--- src/rtl/alu_operand_stage_pkg.sv ---
// ---------------------------------------------------------------------------
// alu_operand_stage_pkg
// Shared definitions for the ALU operand stage.
//   WORD_WIDTH   : datapath width (32-bit core word)
//   shift_type_e : barrel-shift type encodings, as they appear in
//                  instruction bits [6:5]
//   state_e      : operand-stage FSM state encodings
// ---------------------------------------------------------------------------
package alu_operand_stage_pkg;

   localparam int WORD_WIDTH = 32;

   typedef enum logic [1:0] {
      SH_LSL = 2'b00,
      SH_LSR = 2'b01,
      SH_ASR = 2'b10,
      SH_ROR = 2'b11
   } shift_type_e;

   typedef enum logic [1:0] {
      ST_EMPTY = 2'b00,
      ST_SHIFT = 2'b01,
      ST_FULL  = 2'b10
   } state_e;

endpackage

--- src/rtl/alu_operand_stage_barrel_shifter.sv ---
// ---------------------------------------------------------------------------
// alu_operand_stage_barrel_shifter
// Combinational shifter producing the data-processing operand Op2 and the
// shifter carry-out from Rm.
// Ports:
//   value_i   : Rm value to shift
//   type_i    : shift type (LSL/LSR/ASR/ROR)
//   amount_i  : shift amount; only [4:0] used for immediate-amount shifts,
//               full [7:0] (Rs[7:0]) for register-amount shifts
//   amt_reg_i : 1 = amount comes from a register (Rs)
//   carry_i   : current C flag
//   op2_o     : shifted operand
//   carry_o   : shifter carry-out
// ---------------------------------------------------------------------------
module alu_operand_stage_barrel_shifter
   import alu_operand_stage_pkg::*;
(
   input  logic [31:0] value_i,
   input  logic [1:0]  type_i,
   input  logic [7:0]  amount_i,
   input  logic        amt_reg_i,
   input  logic        carry_i,
   output logic [31:0] op2_o,
   output logic        carry_o
);

   logic [4:0]         amt5;
   logic [32:0]        lsl_w;
   logic [32:0]        lsr_w;
   logic signed [32:0] asr_w;
   logic [31:0]        ror_w;
   logic [31:0]        gen_op2;
   logic               gen_carry;

   assign amt5 = amount_i[4:0];

   // Shifts by 1..31. An extra bit on the side the data leaves from
   // catches the last bit shifted out, which is the carry.
   always_comb begin
      lsl_w = {1'b0, value_i} << amt5;
      lsr_w = {value_i, 1'b0} >> amt5;
      asr_w = $signed({value_i, 1'b0}) >>> amt5;
      ror_w = (value_i >> amt5) | (value_i << (6'd32 - {1'b0, amt5}));
      case (type_i)
         SH_LSL:  begin gen_op2 = lsl_w[31:0];  gen_carry = lsl_w[32]; end
         SH_LSR:  begin gen_op2 = lsr_w[32:1];  gen_carry = lsr_w[0];  end
         SH_ASR:  begin gen_op2 = asr_w[32:1];  gen_carry = asr_w[0];  end
         default: begin gen_op2 = ror_w;        gen_carry = ror_w[31]; end
      endcase
   end

   always_comb begin
      op2_o   = value_i;
      carry_o = carry_i;
      if (!amt_reg_i) begin
         if (amt5 != 5'd0) begin
            op2_o   = gen_op2;
            carry_o = gen_carry;
         end else begin
            // Amount 0 re-encodes LSR#32, ASR#32 and RRX; LSL#0 is a pass.
            case (type_i)
               SH_LSL: ;
               SH_LSR: begin op2_o = '0;                carry_o = value_i[31]; end
               SH_ASR: begin op2_o = {32{value_i[31]}}; carry_o = value_i[31]; end
               default: begin op2_o = {carry_i, value_i[31:1]}; carry_o = value_i[0]; end
            endcase
         end
      end else if (amount_i != 8'd0) begin
         if (amount_i[7:5] == 3'd0) begin
            op2_o   = gen_op2;
            carry_o = gen_carry;
         end else begin
            // Register amounts of 32 and above.
            case (type_i)
               SH_LSL: begin
                  op2_o   = '0;
                  carry_o = (amount_i == 8'd32) ? value_i[0] : 1'b0;
               end
               SH_LSR: begin
                  op2_o   = '0;
                  carry_o = (amount_i == 8'd32) ? value_i[31] : 1'b0;
               end
               SH_ASR: begin
                  op2_o   = {32{value_i[31]}};
                  carry_o = value_i[31];
               end
               default: begin
                  // Rotation is modulo 32; a multiple of 32 leaves Rm intact.
                  if (amt5 == 5'd0) begin
                     op2_o   = value_i;
                     carry_o = value_i[31];
                  end else begin
                     op2_o   = gen_op2;
                     carry_o = gen_carry;
                  end
               end
            endcase
         end
      end
   end

endmodule

--- src/rtl/alu_operand_stage.sv ---
// ---------------------------------------------------------------------------
// alu_operand_stage
// Execute-stage front end feeding the ALU. Forms Op2 and the shifter carry
// from a rotated immediate or a shifted Rm and registers them, together with
// Rn, opcode, S bit and flags, behind a valid/ready handshake.
// Register-specified shifts spend one extra cycle in SHIFT.
//
// Build option: define ALU_OPSTAGE_REGSHIFT_EN to support register-specified
// shifts. Without it, such instructions pass Rm through with carry = C and
// raise out_Undef; in_Rs is ignored.
//
// Ports:
//   in_Clock, in_Reset (sync, active-high)
//   in_Valid / out_Ready            : upstream handshake
//   in_Opcode, in_Set_cond, in_CNZV : passed through (C = in_CNZV[3])
//   in_Rn, in_Rm, in_Rs             : register operand values
//   in_Imm, in_Shift[11:0]          : I bit and instruction bits [11:0]
//   out_Valid / in_Ready            : downstream handshake
//   out_Rn, out_Op2, out_Barrel_carry, out_Opcode, out_CNZV, out_Set_cond
//   out_Undef                       : unsupported shift form
// ---------------------------------------------------------------------------
module alu_operand_stage
   import alu_operand_stage_pkg::*;
#(
   parameter int WIDTH = WORD_WIDTH
) (
   input  logic             in_Clock,
   input  logic             in_Reset,
   input  logic             in_Valid,
   output logic             out_Ready,
   input  logic [3:0]       in_Opcode,
   input  logic             in_Set_cond,
   input  logic [3:0]       in_CNZV,
   input  logic [WIDTH-1:0] in_Rn,
   input  logic [WIDTH-1:0] in_Rm,
   input  logic [WIDTH-1:0] in_Rs,
   input  logic             in_Imm,
   input  logic [11:0]      in_Shift,
   output logic             out_Valid,
   input  logic             in_Ready,
   output logic [WIDTH-1:0] out_Rn,
   output logic [WIDTH-1:0] out_Op2,
   output logic             out_Barrel_carry,
   output logic [3:0]       out_Opcode,
   output logic [3:0]       out_CNZV,
   output logic             out_Set_cond,
   output logic             out_Undef
);

   state_e           state_q;
   logic [WIDTH-1:0] rn_q, op2_q;
   logic             carry_q, set_cond_q;
   logic [3:0]       opcode_q, cnzv_q;

   logic             accept;
   logic [WIDTH-1:0] imm_val, imm_op2;
   logic [4:0]       imm_rot;
   logic             imm_carry;

   logic [WIDTH-1:0] sh_value, sh_op2;
   logic [1:0]       sh_type;
   logic [7:0]       sh_amount;
   logic             sh_amt_reg, sh_cin, sh_carry;

   logic [WIDTH-1:0] op2_d;
   logic             carry_d;
   logic             unused_rs;

   assign out_Ready = (state_q == ST_EMPTY) || ((state_q == ST_FULL) && in_Ready);
   assign out_Valid = (state_q == ST_FULL);
   assign accept    = in_Valid && out_Ready;

   // 8-bit immediate rotated right by twice the 4-bit rotate field.
   assign imm_rot   = {in_Shift[11:8], 1'b0};
   assign imm_val   = {{(WIDTH-8){1'b0}}, in_Shift[7:0]};
   assign imm_op2   = (imm_val >> imm_rot) | (imm_val << (6'd32 - {1'b0, imm_rot}));
   assign imm_carry = (imm_rot == 5'd0) ? in_CNZV[3] : imm_op2[WIDTH-1];

`ifdef ALU_OPSTAGE_REGSHIFT_EN
   logic [WIDTH-1:0] rn_lat_q, rm_lat_q;
   logic [7:0]       rs_lat_q;
   logic [3:0]       opcode_lat_q, cnzv_lat_q;
   logic             set_cond_lat_q;
   logic [1:0]       type_lat_q;
   logic             sel_lat;
   logic             is_regshift;

   assign is_regshift = !in_Imm && in_Shift[4];
   assign unused_rs   = ^in_Rs[WIDTH-1:8];

   // While in SHIFT the single shifter works on the latched instruction.
   assign sel_lat    = (state_q == ST_SHIFT);
   assign sh_value   = sel_lat ? rm_lat_q         : in_Rm;
   assign sh_type    = sel_lat ? type_lat_q       : in_Shift[6:5];
   assign sh_amount  = sel_lat ? rs_lat_q         : {3'b000, in_Shift[11:7]};
   assign sh_amt_reg = sel_lat;
   assign sh_cin     = sel_lat ? cnzv_lat_q[3]    : in_CNZV[3];
   assign out_Undef  = 1'b0;

   // Register-shift instruction held for its second issue cycle.
   always_ff @(posedge in_Clock) begin
      if (accept && is_regshift) begin
         rn_lat_q       <= in_Rn;
         rm_lat_q       <= in_Rm;
         rs_lat_q       <= in_Rs[7:0];
         opcode_lat_q   <= in_Opcode;
         cnzv_lat_q     <= in_CNZV;
         set_cond_lat_q <= in_Set_cond;
         type_lat_q     <= in_Shift[6:5];
      end
   end
`else
   logic undef_q;
   logic undef_d;

   assign unused_rs  = ^in_Rs;
   assign sh_value   = in_Rm;
   assign sh_type    = in_Shift[6:5];
   assign sh_amount  = {3'b000, in_Shift[11:7]};
   assign sh_amt_reg = 1'b0;
   assign sh_cin     = in_CNZV[3];
   assign undef_d    = !in_Imm && in_Shift[4];
   assign out_Undef  = undef_q;
`endif

   alu_operand_stage_barrel_shifter u_shifter (
      .value_i   (sh_value),
      .type_i    (sh_type),
      .amount_i  (sh_amount),
      .amt_reg_i (sh_amt_reg),
      .carry_i   (sh_cin),
      .op2_o     (sh_op2),
      .carry_o   (sh_carry)
   );

   // Operand for a single-cycle accept.
   always_comb begin
      op2_d   = sh_op2;
      carry_d = sh_carry;
      if (in_Imm) begin
         op2_d   = imm_op2;
         carry_d = imm_carry;
      end
`ifndef ALU_OPSTAGE_REGSHIFT_EN
      else if (in_Shift[4]) begin
         op2_d   = in_Rm;
         carry_d = in_CNZV[3];
      end
`endif
   end

   always_ff @(posedge in_Clock) begin
      if (in_Reset) begin
         state_q    <= ST_EMPTY;
         rn_q       <= '0;
         op2_q      <= '0;
         carry_q    <= 1'b0;
         opcode_q   <= '0;
         cnzv_q     <= '0;
         set_cond_q <= 1'b0;
`ifndef ALU_OPSTAGE_REGSHIFT_EN
         undef_q    <= 1'b0;
`endif
      end else begin
         case (state_q)
`ifdef ALU_OPSTAGE_REGSHIFT_EN
            ST_SHIFT: begin
               rn_q       <= rn_lat_q;
               op2_q      <= sh_op2;
               carry_q    <= sh_carry;
               opcode_q   <= opcode_lat_q;
               cnzv_q     <= cnzv_lat_q;
               set_cond_q <= set_cond_lat_q;
               state_q    <= ST_FULL;
            end
`endif
            ST_EMPTY, ST_FULL: begin
               if (accept) begin
`ifdef ALU_OPSTAGE_REGSHIFT_EN
                  if (is_regshift) begin
                     state_q <= ST_SHIFT;
                  end else
`endif
                  begin
                     rn_q       <= in_Rn;
                     op2_q      <= op2_d;
                     carry_q    <= carry_d;
                     opcode_q   <= in_Opcode;
                     cnzv_q     <= in_CNZV;
                     set_cond_q <= in_Set_cond;
`ifndef ALU_OPSTAGE_REGSHIFT_EN
                     undef_q    <= undef_d;
`endif
                     state_q    <= ST_FULL;
                  end
               end else if ((state_q == ST_FULL) && in_Ready) begin
                  state_q <= ST_EMPTY;
               end
            end
            default: state_q <= ST_EMPTY;
         endcase
      end
   end

   assign out_Rn           = rn_q;
   assign out_Op2          = op2_q;
   assign out_Barrel_carry = carry_q;
   assign out_Opcode       = opcode_q;
   assign out_CNZV         = cnzv_q;
   assign out_Set_cond     = set_cond_q;

endmodule

--- config.mk ---
export PLATFORM = sky130hd
export DESIGN_NAME = alu_operand_stage
export DESIGN_NICKNAME = d
export VERILOG_FILES = /design/src/rtl/alu_operand_stage_pkg.sv /design/src/rtl/alu_operand_stage_barrel_shifter.sv /design/src/rtl/alu_operand_stage.sv
export SDC_FILE = /design/constraint.sdc
export NUM_CORES = 1
export LEC_CHECK = 0
export ABC_AREA = 1
export CAP_MARGIN = 5
export CORE_AREA = 2 2 166 168
export CTS_CLUSTER_SIZE = 30
export DETAILED_ROUTE_END_ITERATION = 8
export DIE_AREA = 0 0 168 170
export SYNTH_ARGS = -nofsm -noshare
export SYNTH_HDL_FRONTEND = slang
export SYNTH_SLANG_ARGS = --single-unit
--- constraint.sdc ---
create_clock -name in_Clock -period 2.45 [get_ports in_Clock]
set_input_delay 0.49 -clock in_Clock [delete_from_list [all_inputs] [get_ports in_Clock]]
set_output_delay 0.49 -clock in_Clock [all_outputs]
set_load 0.1 [all_outputs]
==> impl_metrics.env <==
export IMPL_status="finished clean"
export IMPL_grt_pass1_vias=14998
export IMPL_numCtsBuffers=9
export IMPL_drc_errors=0
export IMPL_routabilityCongestion=1.11
export IMPL_fin_crit_sh_pct=99.3
export IMPL_swShare_pct=50.4
export IMPL_cts_sinks=76
export IMPL_fp_dieW_um=168
export IMPL_yosys_area_top_type="nand3_1"
export IMPL_relSlewSlack_pct=53.9
export IMPL_total_leakage_power_nw=7.40
export IMPL_syn2layout_area_growth_pct=45.3
export IMPL_synthFlopType="dfxtp_1"
export IMPL_via_count=16269
export IMPL_critPathKind="input pin to flop"
export IMPL_worstRegToRegCells=6
export IMPL_avgSynthCellArea_um2=5.29
export IMPL_ys_seq_area_share_pct=14.7
export IMPL_port_buffers=166
export IMPL_ys_seq_elements=76
export IMPL_clkPwrFrac_pct=19.0
export IMPL_clock_skew_ps=5.70
export IMPL_critical_path_max_fanout=15
export IMPL_ys_top_cells_by_area="nand3_1, nand2_1, dfxtp_1"
export IMPL_syn_nets=2089
export IMPL_syn_area_um2=10400
export IMPL_synth_edff_count=0
export IMPL_fin_nets=2466
export IMPL_clk_pin_slew_worst_paths_ps=60
export IMPL_finalHoldViolCount=0
export IMPL_grt_max_degree=53
export IMPL_htreeDepth=3
export IMPL_drt_first_pass_iters=7
export IMPL_antenna_left=0
export IMPL_rows=60
export IMPL_critPathArrivalTime_ps=2640
export IMPL_core_um2=26700
export IMPL_reg2reg_to="out_Op2[30]$_SDFFE_PP0P_"
export IMPL_grt_antenna_before_repair=1
export IMPL_grt_usage_pct=42.9
export IMPL_viasPerCell=6.06
export IMPL_drive_above_1_share_pct=24.4
export IMPL_setup_viol=0
export IMPL_overflow=0
export IMPL_hold_path_class="flop to flop"
export IMPL_hpwl_um=51200
export IMPL_die_area_um2=28600
export IMPL_crit_path_end_kind="flop"
export IMPL_synthArstFlopShare_pct=0
export IMPL_p_per_area_nw_per_um2=453
export IMPL_drv_slew=0
export IMPL_syn_inst=1959
export IMPL_place_area_um2=14300
export IMPL_final_area_um2=15100
export IMPL_crit_required_ps=2660
export IMPL_min_period_ps=2430
export IMPL_dr_first_iter_drc_count=2630
export IMPL_critPathLaunch="in_Shift[8]"
export IMPL_rsz0062_at_grt="false"
export IMPL_dieHeight_um=170
export IMPL_worst_pin_slew_ps=685
export IMPL_dp_cells=2660
export IMPL_yosysTopAreaCellShare_pct=21.8
export IMPL_p_seq_share_pct=20.4
export IMPL_p_int_mw=3.38
export IMPL_io_pin_count=199
export IMPL_vdd_ir_drop_worst_mv=0.332
export IMPL_max_cap_viol_count=0
export IMPL_fin_cells=2683
export IMPL_synth_distinct_cells=46
export IMPL_synth_warnings=0
export IMPL_fmax_mhz=411
export IMPL_power_switching_mw=3.44
export IMPL_clk_latency_ps=340
export IMPL_totalWireLength_um=63400
export IMPL_crit_path_start_kind="input pin"
export IMPL_avgRoutedWirePerCell_um=23.6
export IMPL_grt_first_pass_wirelength_um=91900
export IMPL_rrSetupSlack_ps=880
export IMPL_crit_path_end="out_Op2[14]$_SDFFE_PP0P_"
export IMPL_cts_tree="done"
export IMPL_clockRootBuffer="clkbuf_16"
export IMPL_r2r_start="state_q[1]$_SDFFE_PP0P_"
export IMPL_start_util_pct=38.9
export IMPL_clock_tree_buffer_depth=2
export IMPL_p_comb_share_pct=60.6
cells in the mapped netlist (2+ instances only):
library cell and n:
a22oi_1 4, nand2_2 25, and2_1 4, nand3b_1 2, o22ai_1 3, nand4_1 11, nand2_4 2, nand3_2 2
nor2_4 5, inv_1 82, nand2_1 551, xor2_2 2, dfxtp_1 76, o21ai_1 27, a211oi_1 4, buf_12 2
o211ai_1 20, nor2_1 184, clkbuf_1 65, clkinv_1 3, buf_1 4, o21a_1 2, a221oi_1 16, o21ai_0 133
a21oi_1 149, nor2_2 3, a21oi_2 3, buf_6 11, nor3_1 8, a31oi_1 12, nand3_1 452, ha_1 8
inv_2 15, buf_2 48, buf_4 10
flip-flops by register name, summed over array words and instances, names as in the netlist:
| signal | cells |
|---|---|
| out_Op2 | 32 |
| out_Rn | 32 |
| out_CNZV | 4 |
| out_Opcode | 4 |
| out_Barrel_carry | 1 |
| out_Set_cond | 1 |
| out_Undef | 1 |
| state_q | 1 |
cell usage in the layout, fill, tap and decap left out, types with 3 or more instances in the layout:
cell type        count
a211oi_1             3
a21oi_1            144
a21oi_2              8
a221oi_1            16
a22oi_1              3
a31oi_1             10
and2_1               4
buf_12              24
buf_4              380
buf_6               15
clkbuf_16           10
clkdlybuf4s50_1     75
dfxtp_1             75
dlymetal6s2s_1       8
ha_1                 3
ha_4                 3
inv_1               77
inv_2               15
inv_4                4
inv_6                4
inv_8                3
nand2_1            525
nand2_2             48
nand2_4              5
nand3_1            439
nand3_2             15
nand4_1             11
nor2_1             177
nor2_2               7
nor2_4               8
nor3_1               7
o211ai_1            20
o21ai_0            130
o21ai_1             27
o21ai_2              4
worst max-delay path, stage by stage:
cell and delay [ps]:
buf_4 130, inv_6 110, ha_1 320, nand2_2 100, xor2_2 270, buf_4 290
nand3_1 160, nand3_1 130, nand4_1 230, nand2_1 200, nand2_1 80, nand2_1 60
a21oi_1 60
layer usage:
| layer | global-route usage [%] | up-vias | wire length [um] |
|---|---|---|---|
| li1 | - | 7403 | - |
| met1 | 55.6 | 7432 | 24600 |
| met2 | 64.4 | 1209 | 26300 |
| met3 | 8.86 | 225 | 7700 |
| met4 | 28.1 | 0 | 4870 |
| met5 | 0.348 | - | 0 |
how the worst min path moves through the flow:
stage	to	from	slack, ps	cells past startpoint
floorplan	state_q[1]$_SDFFE_PP0P_	in_Reset	550	1
global placement	out_Undef$_SDFFE_PP0P_	out_Undef$_SDFFE_PP0P_	460	2
detailed placement	out_Undef$_SDFFE_PP0P_	out_Undef$_SDFFE_PP0P_	460	2
CTS	out_Op2[7]$_SDFFE_PP0P_	out_Op2[7]$_SDFFE_PP0P_	480	2
global route	out_Rn[20]$_SDFFE_PP0P_	out_Rn[20]$_SDFFE_PP0P_	510	2
finish	out_Op2[7]$_SDFFE_PP0P_	out_Op2[7]$_SDFFE_PP0P_	470	2
logic make-up (layout without fill, tap and decap cells):
logic type	Yosys count	count (layout)	share of synthesized area, %
compound gates	377	377	20.0
simple gates	1252	1252	52.9
other cells	0	1	0
xor+xnor	3	3	0.471
buf+inv	243	625	11.1
fa+ha+maj	8	8	0.966
flops	76	76	14.7
layout make-up:
| cell class | instances | area, um2 |
|---|---|---|
| Clock buffer | 9 | 225 |
| Clock inverter | 7 | 65.1 |
| Multi-Input combinational cell | 1640 | 8000 |
| Timing Repair Buffer | 507 | 4410 |
| Inverter | 102 | 414 |
| Sequential cell | 76 | 1520 |
| Tap cell | 341 | 427 |
| Fill cell | 2804 | 11600 |
| Antenna cell | 1 | 2.50 |
stage by stage:
| stage | hold WS [ps] | TNS [ps] | power, mW | util, % | worst slack, ps |
|---|---|---|---|---|---|
| floorplan | 552 | 0 | 3.71 | - | 4.59 |
| global placement | 456 | -16320 | 5.29 | 53.7 | -690 |
| detailed placement | 464 | -15000 | 5.30 | 53.7 | -667 |
| CTS | 477 | 0 | 6.61 | 55.0 | 3.20 |
| global route | 509 | 0 | 7.09 | 56.5 | 0.240 |
| finish | 475 | 0 | 6.82 | 56.5 | 18.1 |
power groups by stage:
stage	clock, mW	sequential [mW]	combinational (mW)
floorplan	0	2.13	1.58
global placement	0	1.41	3.88
detailed placement	0	1.42	3.89
CTS	1.31	1.39	3.91
global route	1.37	1.40	4.32
finish	1.29	1.39	4.13
repair_timing:
item                                    in CTS  in global routing
cloned                                       0                  1
setup buffers                                0                  6
endpoints found under the hold margin        0                  0
gates resized for setup                     20                 93
hold buffers                                 0                  0
pin swaps                                    1                 23
endpoints found under the setup margin      31                 32
Power figures use the tool's default switching activity.
